<file path="src/rtl/tnet_cmd_ctrl.sv">
// tnet_cmd_ctrl
//
// Command sequencer between the TNET AXI register block and the TNET link core.
// Software sets exec/clear bits in TNET_CTRL. The 0->1 edges of those bits
// start a command or clear the error code. A started command takes a snapshot
// of its arguments and is offered to the core over valid/ready. Completion is
// then awaited, bounded by a timeout. Status, error and statistics are
// reported through TNET_STATUS and TNET_DEBUG.
//
// Ports
//   ps_aclk, ps_aresetn          clock, async active-low reset
//   TNET_CTRL[31:0]              [0] exec strobe, [5:1] opcode, [7] clear-error strobe
//   TNET_ADDR, TNET_LEN [15:0]   command arguments
//   REG_AXI_DT1..DT3 [31:0]      data arguments
//   cmd_valid_o / cmd_ready_i    command handshake with the core
//   cmd_op_o, cmd_addr_o,
//   cmd_len_o, cmd_dt_o          latched command fields (dt = {DT3, DT2, DT1})
//   cmd_done_i, cmd_err_i        completion pulse, error qualifier sampled with done
//   TNET_STATUS, TNET_DEBUG      status and debug words
//
// state  | meaning
// -------+----------------------------------------------------------
// IDLE   | no command in flight; a legal exec edge starts one
// ISSUE  | command offered to the core (cmd_valid_o = 1)
// WAIT   | command accepted; waiting for cmd_done_i or the timeout

module tnet_cmd_ctrl #(
    parameter int NUM_OP  = 12,
    parameter int TIMEOUT = 50000
) (
    input  logic        ps_aclk,
    input  logic        ps_aresetn,
    input  logic [31:0] TNET_CTRL,
    input  logic [15:0] TNET_ADDR,
    input  logic [15:0] TNET_LEN,
    input  logic [31:0] REG_AXI_DT1,
    input  logic [31:0] REG_AXI_DT2,
    input  logic [31:0] REG_AXI_DT3,
    output logic        cmd_valid_o,
    input  logic        cmd_ready_i,
    output logic [4:0]  cmd_op_o,
    output logic [15:0] cmd_addr_o,
    output logic [15:0] cmd_len_o,
    output logic [95:0] cmd_dt_o,
    input  logic        cmd_done_i,
    input  logic        cmd_err_i,
    output logic [31:0] TNET_STATUS,
    output logic [31:0] TNET_DEBUG
);

    localparam int            TW       = $clog2(TIMEOUT + 1);
    localparam logic [TW-1:0] TMO_LAST = TW'(TIMEOUT - 1);
    localparam logic [4:0]    MAX_OP   = 5'(NUM_OP);

    localparam logic [2:0] ERR_NONE    = 3'd0;
    localparam logic [2:0] ERR_BAD_OP  = 3'd1;
    localparam logic [2:0] ERR_CORE    = 3'd2;
    localparam logic [2:0] ERR_TIMEOUT = 3'd3;
    localparam logic [2:0] ERR_BUSY    = 3'd4;

    typedef enum logic [1:0] {
        S_IDLE  = 2'd0,
        S_ISSUE = 2'd1,
        S_WAIT  = 2'd2
    } state_t;

    state_t        r_state;
    logic          r_armed;
    logic          r_exec_q;
    logic          r_clr_q;
    logic          r_valid;
    logic [4:0]    r_op;
    logic [15:0]   r_addr;
    logic [15:0]   r_len;
    logic [95:0]   r_dt;
    logic [TW-1:0] r_tmo;
    logic [15:0]   r_lat;
    logic [15:0]   r_last_lat;
    logic [15:0]   r_done_cnt;
    logic [15:0]   r_rej_cnt;
    logic [2:0]    r_err;

    logic          w_exec_edge;
    logic          w_clr_edge;
    logic [4:0]    w_op;
    logic          w_op_legal;
    logic          w_busy;
    logic          w_tmo_hit;
    logic          w_complete;
    logic          w_timeout;
    logic          w_reject;
    logic          w_err_set;
    logic [2:0]    w_err_code;
    logic [15:0]   w_lat_next;
    logic          w_unused_ctrl;

    // r_armed keeps the first cycle after reset release from firing, so a
    // bit that is already high at release is not seen as an edge.
    assign w_exec_edge = r_armed & TNET_CTRL[0] & ~r_exec_q;
    assign w_clr_edge  = r_armed & TNET_CTRL[7] & ~r_clr_q;
    assign w_op        = TNET_CTRL[5:1];
    assign w_op_legal  = (w_op != 5'd0) && (w_op <= MAX_OP);

    assign w_busy      = (r_state != S_IDLE);
    assign w_tmo_hit   = w_busy && (r_tmo == TMO_LAST);

    // Completion wins over a timeout landing in the same cycle.
    assign w_complete  = ((r_state == S_ISSUE) && cmd_ready_i && cmd_done_i) ||
                         ((r_state == S_WAIT) && cmd_done_i);
    assign w_timeout   = w_tmo_hit && !w_complete;

    assign w_lat_next  = (r_lat == 16'hFFFF) ? r_lat : r_lat + 16'd1;

    assign w_unused_ctrl = ^{TNET_CTRL[31:8], TNET_CTRL[6]};

    always_comb begin
        w_reject   = 1'b0;
        w_err_set  = 1'b0;
        w_err_code = ERR_NONE;
        if (w_complete && cmd_err_i) begin
            w_err_set  = 1'b1;
            w_err_code = ERR_CORE;
        end
        if (w_timeout) begin
            w_err_set  = 1'b1;
            w_err_code = ERR_TIMEOUT;
        end
        if (w_exec_edge) begin
            if (w_busy) begin
                w_reject   = 1'b1;
                w_err_set  = 1'b1;
                w_err_code = ERR_BUSY;
            end else if (!w_op_legal) begin
                w_reject   = 1'b1;
                w_err_set  = 1'b1;
                w_err_code = ERR_BAD_OP;
            end
        end
    end

    always_ff @(posedge ps_aclk or negedge ps_aresetn) begin
        if (!ps_aresetn) begin
            r_state    <= S_IDLE;
            r_armed    <= 1'b0;
            r_exec_q   <= 1'b0;
            r_clr_q    <= 1'b0;
            r_valid    <= 1'b0;
            r_op       <= 5'd0;
            r_addr     <= 16'd0;
            r_len      <= 16'd0;
            r_dt       <= 96'd0;
            r_tmo      <= '0;
            r_lat      <= 16'd0;
            r_last_lat <= 16'd0;
            r_done_cnt <= 16'd0;
            r_rej_cnt  <= 16'd0;
            r_err      <= ERR_NONE;
        end else begin
            r_armed  <= 1'b1;
            r_exec_q <= TNET_CTRL[0];
            r_clr_q  <= TNET_CTRL[7];

            // A new error in the same cycle as a clear edge is kept.
            if (w_err_set) begin
                r_err <= w_err_code;
            end else if (w_clr_edge) begin
                r_err <= ERR_NONE;
            end

            if (w_reject && (r_rej_cnt != 16'hFFFF)) begin
                r_rej_cnt <= r_rej_cnt + 16'd1;
            end

            if (w_complete) begin
                r_done_cnt <= r_done_cnt + 16'd1;
                r_last_lat <= r_lat;
            end

            case (r_state)
                S_IDLE: begin
                    if (w_exec_edge && w_op_legal) begin
                        r_op    <= w_op;
                        r_addr  <= TNET_ADDR;
                        r_len   <= TNET_LEN;
                        r_dt    <= {REG_AXI_DT3, REG_AXI_DT2, REG_AXI_DT1};
                        r_tmo   <= '0;
                        r_lat   <= 16'd0;
                        r_valid <= 1'b1;
                        r_state <= S_ISSUE;
                    end
                end
                S_ISSUE: begin
                    r_tmo <= r_tmo + TW'(1);
                    r_lat <= w_lat_next;
                    if (w_complete || w_timeout) begin
                        r_valid <= 1'b0;
                        r_state <= S_IDLE;
                    end else if (cmd_ready_i) begin
                        r_valid <= 1'b0;
                        r_state <= S_WAIT;
                    end
                end
                S_WAIT: begin
                    r_tmo <= r_tmo + TW'(1);
                    r_lat <= w_lat_next;
                    if (w_complete || w_timeout) begin
                        r_state <= S_IDLE;
                    end
                end
                default: begin
                    r_valid <= 1'b0;
                    r_state <= S_IDLE;
                end
            endcase
        end
    end

    assign cmd_valid_o = r_valid;
    assign cmd_op_o    = r_op;
    assign cmd_addr_o  = r_addr;
    assign cmd_len_o   = r_len;
    assign cmd_dt_o    = r_dt;

    assign TNET_STATUS = {r_done_cnt, 3'b000, r_op, r_err, (r_err != ERR_NONE),
                          1'b0, (r_state == S_WAIT), r_valid, w_busy};
    assign TNET_DEBUG  = {r_last_lat, r_rej_cnt};

endmodule

</file>
<file path="config.mk">
export PLATFORM = sky130hd
export DESIGN_NAME = tnet_cmd_ctrl
export DESIGN_NICKNAME = d
export VERILOG_FILES = /design/src/rtl/tnet_cmd_ctrl.sv
export SDC_FILE = /design/constraint.sdc
export NUM_CORES = 1
export LEC_CHECK = 0
export CORE_ASPECT_RATIO = 0.8
export CORE_MARGIN = 2
export CORE_UTILIZATION = 44
export CTS_CLUSTER_DIAMETER = 100
export DETAILED_ROUTE_END_ITERATION = 10
export MAX_ROUTING_LAYER = met4
export PLACE_DENSITY = 0.84
export SLEW_MARGIN = 20
export SYNTH_ARGS = -nofsm -noshare
export SYNTH_HDL_FRONTEND = slang
export SYNTH_SLANG_ARGS = --single-unit
</file>
<file path="constraint.sdc">
create_clock -name ps_aclk -period 2.74 [get_ports ps_aclk]
set_input_delay 0.411 -clock ps_aclk [delete_from_list [all_inputs] [get_ports ps_aclk]]
set_output_delay 0.411 -clock ps_aclk [all_outputs]
set_load 0.01 [all_outputs]
</file>
# After elaboration in Yosys (flattened, before gate mapping)
# Cells that the tools add are included.
[totals] register_bits=222 out_inout_bits=198 word_cells=88
[classes] addsub=4 order_cmp=1 n_eq_ne=9 muxes=28 bitwise_logic=7 reduce_logical=24
[ops] cell="$add A16 B1 Y16 const B" count=4
[ops] cell="$pmux W16 S2" count=2
[ops] cell="$eq A16 B16 Y1 const B" count=2
[ops] cell="$mux W16" count=2
[ops] cell="$mux W3" count=6
[ops] cell="$ne A16 B16 Y1 const B" count=1
[ops] cell="$mux W1" count=11
[ops] cell="$mux W2" count=5
[ops] cell="$logic_and A1 B1 Y1" count=9
[ops] cell="$reduce_and A3 Y1" count=3
[ops] cell="$pmux W2 S3" count=1
[ops] cell="$reduce_bool A2 Y1" count=3
[ops] cell="$le A5 B4 Y1 const B" count=1
[ops] cell="$reduce_bool A5 Y1" count=1
[ops] cell="$and A1 B1 Y1" count=4
[ops] cell="$ne A2 B2 Y1 const B" count=2
[ops] cell="$reduce_and A2 Y1" count=2
[ops] cell="$ne A3 B2 Y1 const B" count=1
[ops] cell="$not A1 Y1" count=3
[ops] cell="$pmux W1 S3" count=1
[ops] cell="$reduce_bool A3 Y1" count=1
[ops] cell="$eq A2 B1 Y1 const B" count=1
[ops] cell="$eq A2 B2 Y1 const B" count=1
[ops] cell="$logic_not A2 Y1" count=1
[ops] cell="4 further kinds" count=5

# Longest topological paths before layout
[depth] depth_word=11 depth_mapped=9 depth_no_buf=7

# Least setup slack after synthesis
# Ideal clock, no wire load.
[synth_timing] path_type="reg-to-reg" from="register r_state[1]" to="register r_lat[11]" setup_ns=0.078 t_arrival_ns=2.301 slack_ns=0.361 stages_incl_launch_ff=9 path_buffers=1 cell_sequence="dfrtp_1 inv_1 ha_1 nand4b_1 or4_1 buf_2 a221o_1 or3_1 a21oi_1"
[synth_via] elab_chain_cells=4
[synth_rtl] item="start: declaration" line_no="67" text="state_t r_state;"
[synth_rtl] item="start signal: assignment" line_no="143" text="r_state <= S_IDLE;"
[synth_rtl] item="start signal: assignment" line_no="189" text="r_state <= S_ISSUE;"
[synth_rtl] item="start signal: assignment" line_no="197" text="r_state <= S_IDLE;"
[synth_rtl] item="$eq A2 B2 Y1 / $eq A2 B1 Y1 (equally long branches)" line_no="179" text="case (r_state)"
[synth_rtl] item="$reduce_or A2 Y1 (no line)"
[synth_rtl] item="$ne A2 B2 Y1 (no line) / $reduce_bool A2 Y1 (equally long branches)"
[synth_rtl] item="$reduce_and A3 Y1 (no line)"
[synth_rtl] item="end signal: assignment" line_no="194" text="r_lat <= w_lat_next;"
[synth_rtl] item="end signal: assignment" line_no="205" text="r_lat <= w_lat_next;"
[synth_rtl] item="end: declaration" line_no="77" text="logic [15:0] r_lat;"
# Several ways; a longest one is shown, not always the timed one.
# A chain may end at the register's enable or synchronous reset.

# Worst setup path in the final report
[layout_timing] from="register r_state[1]" to="output TNET_STATUS[0]"
[layout_via] elab_chain_cells=1
[layout_rtl] item="$reduce_bool A2 Y1" line_no="104" text="assign w_busy = (r_state != S_IDLE);"
[layout_rtl] item="end: declaration" line_no="47" text="output logic [31:0] TNET_STATUS,"
# No other way between the ends.

==> metrics.txt <==
# TYPE chip_impl_metric gauge
chip_impl_metric{name="crit_buf_inv",unit=""} 4
chip_impl_metric{name="initial_antenna_violation_count",unit=""} 0
chip_impl_info{name="ws_path_type",value="flop to output port"} 1
chip_impl_metric{name="synthesis.area",unit="sq mm"} 0.00933
chip_impl_metric{name="wl_per_cell",unit="microns"} 16.3
chip_impl_metric{name="time_the_worst_path_needs_with_i_o_delays_and_setup",unit="ns"} 2.53
chip_impl_metric{name="clockBufferDepth",unit=""} 3
chip_impl_info{name="critPathMostFrequentCell",value="sky130_fd_sc_hd__inv_1"} 1
chip_impl_metric{name="area_growth_syn_to_layout",unit="%"} 49.7
chip_impl_info{name="synthTopCellsByArea",value="sky130_fd_sc_hd__dfrtp_1, sky130_fd_sc_hd__nand2_1, sky130_fd_sc_hd__xnor2_1"} 1
chip_impl_metric{name="nNetsFinal",unit=""} 1532
chip_impl_info{name="synth_most_common_cell",value="sky130_fd_sc_hd__nand2_1"} 1
chip_impl_metric{name="rows",unit=""} 47
chip_impl_metric{name="globalplace.congestion",unit=""} 0.901
chip_impl_metric{name="timing_hold_violations_final",unit=""} 0
chip_impl_metric{name="hpwl",unit="microns"} 19000
chip_impl_info{name="endpoint_kind",value="output port"} 1
chip_impl_metric{name="worstSkewPairLatency",unit="ns"} 0.51
chip_impl_metric{name="clock_sink_count",unit=""} 222
chip_impl_metric{name="grt_pass1_wl",unit="microns"} 43100
chip_impl_metric{name="power.ir.vdd_worst",unit="V"} 0.000703
chip_impl_metric{name="dieWidth",unit="microns"} 167
chip_impl_metric{name="start_util",unit="%"} 44.9
chip_impl_metric{name="final_max_tran_viols",unit=""} 0
chip_impl_metric{name="fp.dieArea",unit="sq mm"} 0.0224
chip_impl_info{name="cp_slowest_cell",value="sky130_fd_sc_hd__clkdlybuf4s50_1"} 1
chip_impl_metric{name="diodes",unit=""} 0
chip_impl_metric{name="drt_iter0_drc",unit=""} 537
chip_impl_metric{name="pre_cts_slack",unit="ns"} -0.0607
chip_impl_metric{name="drive_gt1_share",unit="%"} 6.40
chip_impl_metric{name="floorplan.io_pins",unit=""} 363
chip_impl_info{name="cp-start-kind",value="flop"} 1
chip_impl_metric{name="tightestPinTransition",unit="ns"} 0.878
chip_impl_metric{name="drc",unit=""} 0
chip_impl_metric{name="synth_sequential_area_ratio",unit="%"} 59.5
chip_impl_metric{name="critical_path_peak_fanout",unit=""} 7
chip_impl_metric{name="die_h",unit="microns"} 134
chip_impl_metric{name="fmaxAchievable",unit="MHz"} 395
chip_impl_info{name="cts.root.buffer_cell",value="sky130_fd_sc_hd__clkbuf_16"} 1
chip_impl_info{name="family_of_cells_with_the_greatest_summed_delay_on_the_critical_path",value="buffers and inverters"} 1
chip_impl_metric{name="fillCellCount",unit=""} 1545
chip_impl_metric{name="synth.yosys.warnings",unit=""} 0
chip_impl_info{name="crit_path_cell_trace",value="inv_1 > ha_1 > buf_4 > inv_1 > clkdlybuf4s50_1"} 1
chip_impl_metric{name="synth_edf_count",unit=""} 0
chip_impl_metric{name="clk_pin_slew",unit="ns"} 0.06
chip_impl_metric{name="finalSetupViolCount",unit=""} 0
chip_impl_metric{name="final_worst_path_period_share",unit="%"} 92.3
chip_impl_metric{name="synth_seq_cells",unit=""} 222
chip_impl_metric{name="via_per_inst",unit=""} 5.09
chip_impl_metric{name="cts_resized",unit=""} 0
chip_impl_metric{name="grt_remaining_overflow",unit=""} 0
chip_impl_metric{name="first_global_vias",unit=""} 8274
chip_impl_metric{name="layout_setup_ws",unit="ns"} 0.211
chip_impl_metric{name="dr_total_vias",unit=""} 8379
chip_impl_info{name="clock_tree_from_tritoncts",value="built"} 1
chip_impl_metric{name="place.port_buffers",unit=""} 333
chip_impl_metric{name="core_region_area",unit="sq mm"} 0.0208
chip_impl_metric{name="worst-endpoint-arrival",unit="ns"} 2.12
chip_impl_info{name="status",value="finished clean"} 1
chip_impl_metric{name="gr-usage-all-layers",unit="%"} 24.3
chip_impl_metric{name="worst_clock_skew",unit="ns"} 0.00737
chip_impl_metric{name="fin_worst_hold_slack",unit="ns"} 0.378
chip_impl_metric{name="drt_wl_total",unit="microns"} 26800
chip_impl_info{name="rsz0062_at_grt",value="false"} 1
chip_impl_info{name="synth_top_flop_cell",value="sky130_fd_sc_hd__dfrtp_1"} 1
chip_impl_metric{name="power.density",unit="mW/mm^2"} 1050
chip_impl_metric{name="required",unit="ns"} 2.33
chip_impl_metric{name="netlist.area_leader.share",unit="%"} 59.5
chip_impl_metric{name="timing.max_cap.violations",unit=""} 0
chip_impl_metric{name="tritoncts.num_buffers",unit=""} 24
chip_impl_info{name="synth_top_area_cell",value="sky130_fd_sc_hd__dfrtp_1"} 1
chip_impl_metric{name="ctsHtreeMaxLevel",unit=""} 1
chip_impl_metric{name="final_core_area_utilization",unit="%"} 67.3
chip_impl_metric{name="syn-mean-instance-area",unit="sq um"} 9.22
chip_impl_metric{name="drt_pre_antenna_iters",unit=""} 5
chip_impl_metric{name="ys_types",unit=""} 48
chip_impl_metric{name="pin_count_of_the_biggest_net_entering_global_routing",unit=""} 71
chip_impl_info{name="synth_common_cells",value="sky130_fd_sc_hd__nand2_1, sky130_fd_sc_hd__dfrtp_1, sky130_fd_sc_hd__clkbuf_1, sky130_fd_sc_hd__nor2_1, sky130_fd_sc_hd__xnor2_1"} 1
chip_impl_metric{name="async_reset_ff_share",unit="%"} 100
chip_impl_metric{name="syn-instance-count",unit=""} 1012
chip_impl_metric{name="power",unit="W"} 0.0147
chip_impl_metric{name="route.antenna.remaining_nets",unit=""} 0
chip_impl_metric{name="critical-path-max-stage-delay",unit="ns"} 0.56
chip_impl_metric{name="static-leakage-power",unit="nW"} 6.59
chip_impl_info{name="hold_class",value="input pin to flop"} 1
chip_impl_metric{name="timing.slew.headroom",unit="%"} 40.9
[path summary, 6_finish.rpt]
check                      slack [ns]         start              to  cells past startpoint
setup / recovery                 0.21    r_state[1]  TNET_STATUS[0]                      5
min in group asynchronous        0.48    ps_aresetn    cmd_dt_o[86]                      2
hold reg to reg                  0.47  cmd_dt_o[43]    cmd_dt_o[43]                      2
setup reg to reg                 0.25    r_state[1]       r_lat[13]                      8
max in group asynchronous        1.49    ps_aresetn    cmd_dt_o[15]                      3
hold / removal                   0.38  TNET_CTRL[7]         r_clr_q                      1
[cells in the final DEF (no fill, tap or decap), drive strengths merged, types with 5 or more instances in the layout]
master	Yosys	final
a211oi	5	5
nor2	34	34
nand2	479	479
nand4	19	19
a22o	5	5
o2111ai	5	5
and4	8	8
xnor2	32	32
dfrtp	222	222
clkdlybuf4s50	0	332
a21oi	13	13
ha	8	8
and3	8	8
nor4	7	7
xor2	16	16
clkbuf	35	33
o21ai	19	19
nand3	16	16
inv	8	8
buf	20	40
conb	2	5
or3	10	10
[stage by stage]
stage,area (sq um),std cells,TNS (ns)
finish,14000,1645,0
global route,14000,1645,0
CTS,14000,1645,0
detailed placement,13100,1601,-1.47
global placement,13100,1601,-0.0401
floorplan,9340,1015,0
[where the power goes]
part	switching, W	internal, W	total, W
combinational	0.00256	0.00308	0.00564
sequential	0.000988	0.00464	0.00562
clock	0.00131	0.00215	0.00346
[registers in the layout (all words and copies together), names as in the netlist]
register / count
cmd_addr_o: 16
cmd_dt_o: 96
cmd_len_o: 16
cmd_op_o: 5
cmd_valid_o: 1
r_armed: 1
r_clr_q: 1
r_done_cnt: 16
r_err: 3
r_exec_q: 1
r_last_lat: 16
r_lat: 16
r_rej_cnt: 16
r_state: 2
r_tmo: 16
[final cells by class]
type | count | area, sq um | area share [%]
flip-flops and latches | 222 | 5560 | 39.8
repair buffers | 373 | 3680 | 26.3
multi-input cells | 730 | 3520 | 25.2
clock buffers | 33 | 696 | 4.98
clock inverters | 10 | 158 | 1.13
inverters | 8 | 30.0 | 0.215
well taps | 269 | 337 | 2.41
[worst reg2reg max path, cell delays in order, from the launching register on]
cell and delay, ns:
sky130_fd_sc_hd__dfrtp_1 0.40, sky130_fd_sc_hd__inv_1 0.16, sky130_fd_sc_hd__ha_1 0.26, sky130_fd_sc_hd__nand4b_1 0.20
sky130_fd_sc_hd__or4_4 0.49, sky130_fd_sc_hd__a2111oi_0 0.50, sky130_fd_sc_hd__buf_4 0.20, sky130_fd_sc_hd__xnor2_1 0.11
sky130_fd_sc_hd__nor2_1 0.06
[routing by layer]
metal	vias up	wire length (microns)	GRT usage (%)
met1	4025	11600	31.8
met3	54	1930	5.43
met4	0	786	7.04
met2	348	12400	38.3
li1	3952	-	-
met5	-	0	-
[kinds of logic after synthesis]
family / Yosys count / share of synthesized area [%]
AOI/OAI and AO/OA: 65 / 4.83
adders and majority gates: 8 / 1.07
DFF: 222 / 59.5
muxes: 3 / 0.362
and+or+nand+nor: 601 / 26.6
other: 2 / 0.0805
xor gates and xnor gates: 48 / 4.51
buffers and inverters: 63 / 3.00
[repair_timing]
action	CTS	global route
endpoints found under the hold margin	66	0
hold buffers	1	0
buffers inserted	0	0
Power figures use the tool's default switching activity.
